`config.mk`:
```
export PLATFORM = sky130hd
export DESIGN_NAME = maxhpc_fifo_rr_drain
export DESIGN_NICKNAME = d
export VERILOG_FILES = /design/src/rtl/maxhpc_fifo_rr_drain.sv
export SDC_FILE = /design/constraint.sdc
export NUM_CORES = 1
export LEC_CHECK = 0
export BUFFER_PORTS_ARGS = -buffer_cell sky130_fd_sc_hd__buf_2
export CAP_MARGIN = 20
export CORE_MARGIN = 3
export CORE_UTILIZATION = 35
export CTS_BUF_LIST = sky130_fd_sc_hd__clkbuf_8
export CTS_CLUSTER_SIZE = 25
export DETAILED_ROUTE_END_ITERATION = 6
export GPL_TIMING_DRIVEN = 0
export HOLD_SLACK_MARGIN = 0.1
export SKIP_CTS_REPAIR_TIMING = 1
export SLEW_MARGIN = 20
export SYNTH_ARGS = -nofsm -noshare
export SYNTH_HDL_FRONTEND = slang
export SYNTH_SLANG_ARGS = --single-unit
```
`constraint.sdc`:
```
create_clock -name clock -period 5.2 [get_ports clock]
set_input_delay 0.78 -clock clock [delete_from_list [all_inputs] [get_ports clock]]
set_output_delay 0.78 -clock clock [all_outputs]
set_load 0.03 [all_outputs]
```
`src/rtl/maxhpc_fifo_rr_drain.sv`:
```
// Round-robin drain arbiter: pops bursts of up to BURST_LEN words from N
// show-ahead FIFOs and forwards them through one registered valid/ready port
// tagged with the source index.
`timescale 1ns/1ps
module maxhpc_fifo_rr_drain #(
   parameter int unsigned N         = 4,
   parameter int unsigned SEL_WD    = 2,
   parameter int unsigned DATA_WD   = 8,
   parameter int unsigned BURST_LEN = 8,
   parameter int unsigned BURST_WD  = 4
) (
   input  logic                 clock,
   input  logic                 clear_n,
   input  logic                 enable,
   input  logic [N-1:0]         f_rempty,
   input  logic [N*DATA_WD-1:0] f_q,
   output logic [N-1:0]         f_rd,
   output logic                 o_valid,
   input  logic                 o_ready,
   output logic [DATA_WD-1:0]   o_data,
   output logic [SEL_WD-1:0]    o_src,
   output logic                 o_last,
   output logic                 busy
);

   localparam int unsigned           LAST_CNT = BURST_LEN - 1;
   localparam logic [SEL_WD-1:0]     LAST_SRC = SEL_WD'(N - 1);
   localparam logic [BURST_WD-1:0]   CNT_LAST = BURST_WD'(LAST_CNT);

   typedef enum logic {
      IDLE  = 1'b0,
      BURST = 1'b1
   } state_t;

   state_t              state;
   state_t              state_nx;
   logic [SEL_WD-1:0]   grant;
   logic [SEL_WD-1:0]   grant_nx;
   logic [SEL_WD-1:0]   rr_ptr;
   logic [SEL_WD-1:0]   rr_ptr_nx;
   logic [BURST_WD-1:0] cnt;
   logic [BURST_WD-1:0] cnt_nx;
   logic                o_valid_nx;
   logic [DATA_WD-1:0]  o_data_nx;
   logic [SEL_WD-1:0]   o_src_nx;
   logic                o_last_nx;

   logic                g_empty;
   logic [DATA_WD-1:0]  g_q;
   logic [N-1:0]        g_onehot;
   logic                hi_found;
   logic                lo_found;
   logic [SEL_WD-1:0]   hi_idx;
   logic [SEL_WD-1:0]   lo_idx;
   logic                any_req;
   logic [SEL_WD-1:0]   pick_idx;
   logic [SEL_WD-1:0]   next_ptr;
   logic                slot_free;
   logic                pop;
   logic                burst_done;

   // Select empty flag, head word and one-hot strobe of the granted source.
   always_comb begin : grant_mux
      g_empty  = 1'b1;
      g_q      = '0;
      g_onehot = '0;
      for (int i = 0; i < int'(N); i++) begin
         if (grant == SEL_WD'(i)) begin
            g_empty     = f_rempty[i];
            g_q         = f_q[i*DATA_WD +: DATA_WD];
            g_onehot[i] = 1'b1;
         end
      end
   end

   // Round-robin search: lowest non-empty index at or above rr_ptr, else lowest overall.
   always_comb begin : rr_scan
      hi_found = 1'b0;
      lo_found = 1'b0;
      hi_idx   = '0;
      lo_idx   = '0;
      for (int i = int'(N) - 1; i >= 0; i--) begin
         if (!f_rempty[i]) begin
            if (i >= int'(rr_ptr)) begin
               hi_found = 1'b1;
               hi_idx   = SEL_WD'(i);
            end else begin
               lo_found = 1'b1;
               lo_idx   = SEL_WD'(i);
            end
         end
      end
      any_req  = hi_found || lo_found;
      pick_idx = hi_found ? hi_idx : lo_idx;
   end

   // Source after the current grant, wrapping modulo N.
   assign next_ptr = (grant == LAST_SRC) ? '0 : grant + SEL_WD'(1);

   // Next-state, output-register updates and combinational pop strobe.
   always_comb begin : fsm_comb
      state_nx   = state;
      grant_nx   = grant;
      rr_ptr_nx  = rr_ptr;
      cnt_nx     = cnt;
      o_valid_nx = o_valid;
      o_data_nx  = o_data;
      o_src_nx   = o_src;
      o_last_nx  = o_last;
      f_rd       = '0;
      pop        = 1'b0;
      burst_done = 1'b0;
      slot_free  = !o_valid || o_ready;

      // A word taken by the sink frees the slot unless refilled below.
      if (o_valid && o_ready) begin
         o_valid_nx = 1'b0;
         o_last_nx  = 1'b0;
      end

      unique case (state)
         IDLE: begin
            if (enable && any_req) begin
               grant_nx = pick_idx;
               cnt_nx   = '0;
               state_nx = BURST;
            end
         end
         BURST: begin
            pop = !g_empty && slot_free;
            if (pop) begin
               f_rd       = g_onehot;
               o_data_nx  = g_q;
               o_src_nx   = grant;
               o_valid_nx = 1'b1;
               o_last_nx  = (cnt == CNT_LAST);
               cnt_nx     = cnt + BURST_WD'(1);
               burst_done = (cnt == CNT_LAST);
            end else if (g_empty && slot_free) begin
               // Source ran dry: short burst, no o_last.
               burst_done = 1'b1;
            end
            if (burst_done) begin
               state_nx  = IDLE;
               rr_ptr_nx = next_ptr;
               cnt_nx    = '0;
            end
         end
         default: state_nx = IDLE;
      endcase
   end

   // State and output registers.
   always_ff @(posedge clock or negedge clear_n) begin
      if (!clear_n) begin
         state   <= IDLE;
         grant   <= '0;
         rr_ptr  <= '0;
         cnt     <= '0;
         o_valid <= 1'b0;
         o_data  <= '0;
         o_src   <= '0;
         o_last  <= 1'b0;
         busy    <= 1'b0;
      end else begin
         state   <= state_nx;
         grant   <= grant_nx;
         rr_ptr  <= rr_ptr_nx;
         cnt     <= cnt_nx;
         o_valid <= o_valid_nx;
         o_data  <= o_data_nx;
         o_src   <= o_src_nx;
         o_last  <= o_last_nx;
         busy    <= (state_nx == BURST);
      end
   end

endmodule

```
==> impl_metrics.ini <==
[yosys]
synth_edf_count = 0
synth.avg_cell_area_um2 = 9.44
ys_types = 39
synth-main-ff-cell = dfrtp_1
synth-async-reset-ratio = 1.00
ys_seq_elements = 21
yosysWarnings = 0
ys_seq_area_frac = 0.376
syn_inst = 148
synthesis.area_um2 = 1400
synth_nets = 193

[pwr]
p_leak_nw = 0.859
clockPowerShare = 0.102
power_density_nw_per_um2 = 584
netSwitchingPower_w = 0.000492
p_comb_frac = 0.620
seqPwrFrac = 0.278
cell_internal_pwr_w = 0.000550
swShare = 0.472
vdd_drop_max_v = 0.000238

[outcome]
outcome = finished, final reports clean

[clock_tree]
clockRootBuffer = clkbuf_8
ctsHtreeMaxLevel = 1
clock-sinks = 21
clk_pin_slew_ns = 0.08
clk_latency_ns = 0.26
cts_tree = done
clockBufferDepth = 2
cts_buffers = 3

[timing]
timing.hold.ws_ns = 0.467
rsz0062_at_grt = false
maxSlewViolCount = 0
setup_viol = 0
worst_pin_slew_ns = 0.483
finalCriticalPeriod_ns = 3.11
slew_headroom = 0.678
finalCritPeriodShare = 0.599
clock_skew_ns = 0.00247
finalSetupTns_ns = 0
fmax_mhz = 321
final_hold_viol_count = 0

[grt]
track_usage = 0.165
first_global_vias = 1366
globalRouteOverflowTotal = 0
grt_pass1_wl_um = 6520
grt_start_max_net_pins = 22
antenna_found_initial = 0

[final_layout]
num_antenna_cells = 0
multi_input_area_um2 = 803
final_cell_mix = buf_2 (60), dfrtp_1 (21), nand2_1 (15)
fillCellCount = 366
fin_area_um2 = 1780
final_util = 0.476
layout_commonest_cell = buf_2
regArea_um2 = 526
finalNetCount = 254
drive_gt1_frac = 0.370
area_growth_pct = 27.6

[route]
drt-pass1-iter-count = 4
vias = 1389
avgRoutedWirePerCell_um = 15.0
drc = 0
drt_iter0_drc = 69
ant_nets = 0
vias_per_cell = 5.43
wl_um = 3850

[floorplanning]
rows = 22
core_um2 = 3740
die_area_um2 = 4790
die_y_um = 69.2
io_pins = 57
initial_core_util = 0.373
dieWidth_um = 69.2

[worst_setup_path]
slowest_stage = dfrtp_1
cpPeakStageDelay_ns = 0.45
crit_buf_inv = 3
worstPathArrival_ns = 2.33
crit_chain = inv_1 > ha_1 > nor3b_1 > nor4_2 > nor3_2 > buf_4 > and2_1 > buf_2
path_delay_family = simple AND/OR/NAND/NOR gates
required_ns = 4.42
endpoint_kind = primary output
start_kind = flop
worstPathMaxFanout = 10
path_class = flop to primary output

[hold_path]
hp-class = primary input to async pin

[place]
io_buffers = 56
dpl.hpwl_um = 2970
globalplace.congestion = 0.861
place_area_um2 = 1740

[run]
maxCapViolCount = 0
cell families after synthesis:
kind of cell    synth area share
flops                      0.376
mux                        0.104
fa+ha+maj                 0.0448
simple gates               0.210
compound gates             0.216
buf+inv                   0.0492
cells in the mapped netlist, drive strengths merged, types with 2 or more instances:
| cell type | number | share of area |
|---|---|---|
| o31ai | 8 | 0.043 |
| and2 | 2 | 0.0090 |
| ha | 5 | 0.045 |
| nand4 | 5 | 0.022 |
| a41oi | 2 | 0.013 |
| inv | 8 | 0.021 |
| nor2b | 10 | 0.045 |
| clkbuf | 3 | 0.0081 |
| dfrtp | 21 | 0.38 |
| mux2 | 12 | 0.097 |
| buf | 5 | 0.020 |
| a221oi | 8 | 0.050 |
| nor2 | 5 | 0.013 |
| a21oi | 4 | 0.014 |
| nand2 | 15 | 0.040 |
| and3 | 4 | 0.018 |
| nand3 | 3 | 0.011 |
| o21ai | 7 | 0.025 |
| a31oi | 2 | 0.020 |
| nand2b | 3 | 0.013 |
layer usage:
layer,track usage,wire length [um]
met5,0,0
met4,0.0542,67
met3,0.0319,179
met2,0.273,1980
met1,0.217,1630
cell type report:
type                    count  area share
clock buffers               3      0.0232
clock inverters             1     0.00211
flip-flops and latches     21       0.295
repair buffers             56       0.157
inverters                   8      0.0168
multi-input cells         111       0.451
well taps                  48      0.0337
plain buffers               8      0.0218
power by group through the flow:
stage                     Combinational, W  Sequential [W]  Clock, W
final                             0.000646        0.000290  0.000107
after global routing              0.000713        0.000300  0.000119
after CTS                         0.000653        0.000289  0.000111
after detailed placement          0.000649        0.000292         0
after global placement            0.000638        0.000288         0
after floorplan                   0.000400        0.000370         0
sequential cells by signal, summed over array words and instances (netlist names):
name / count
cnt: 4
grant: 2
o_data: 8
o_last: 1
o_src: 2
o_valid: 1
rr_ptr: 2
state: 1
through the flow:
stage / total power [W] / setup WS [ns] / std cells
floorplan: 0.000770 / 2.57 / 148
detailed placement: 0.000941 / 2.22 / 252
global route: 0.00113 / 1.86 / 256
global placement: 0.000926 / 2.26 / 252
CTS: 0.00105 / 2.06 / 256
finish: 0.00104 / 2.09 / 256
final timing paths:
check | slack [ns] | from | cells after the start | end
worst min register to register | 0.50 | o_data[6]$_DFFE_PN0P_ | 1 | o_data[6]$_DFFE_PN0P_
worst max register to register | 2.93 | grant[0]$_DFFE_PN0P_ | 7 | rr_ptr[0]$_DFFE_PN0P_
min in group clock | 0.50 | o_data[6]$_DFFE_PN0P_ | 1 | o_data[6]$_DFFE_PN0P_
max in group asynchronous | 4.40 | clear_n | 1 | o_data[1]$_DFFE_PN0P_
worst min-delay path | 0.47 | clear_n | 1 | grant[0]$_DFFE_PN0P_
worst max-delay path | 2.09 | grant[0]$_DFFE_PN0P_ | 8 | f_rd[0]
Power figures use the tool's default switching activity.
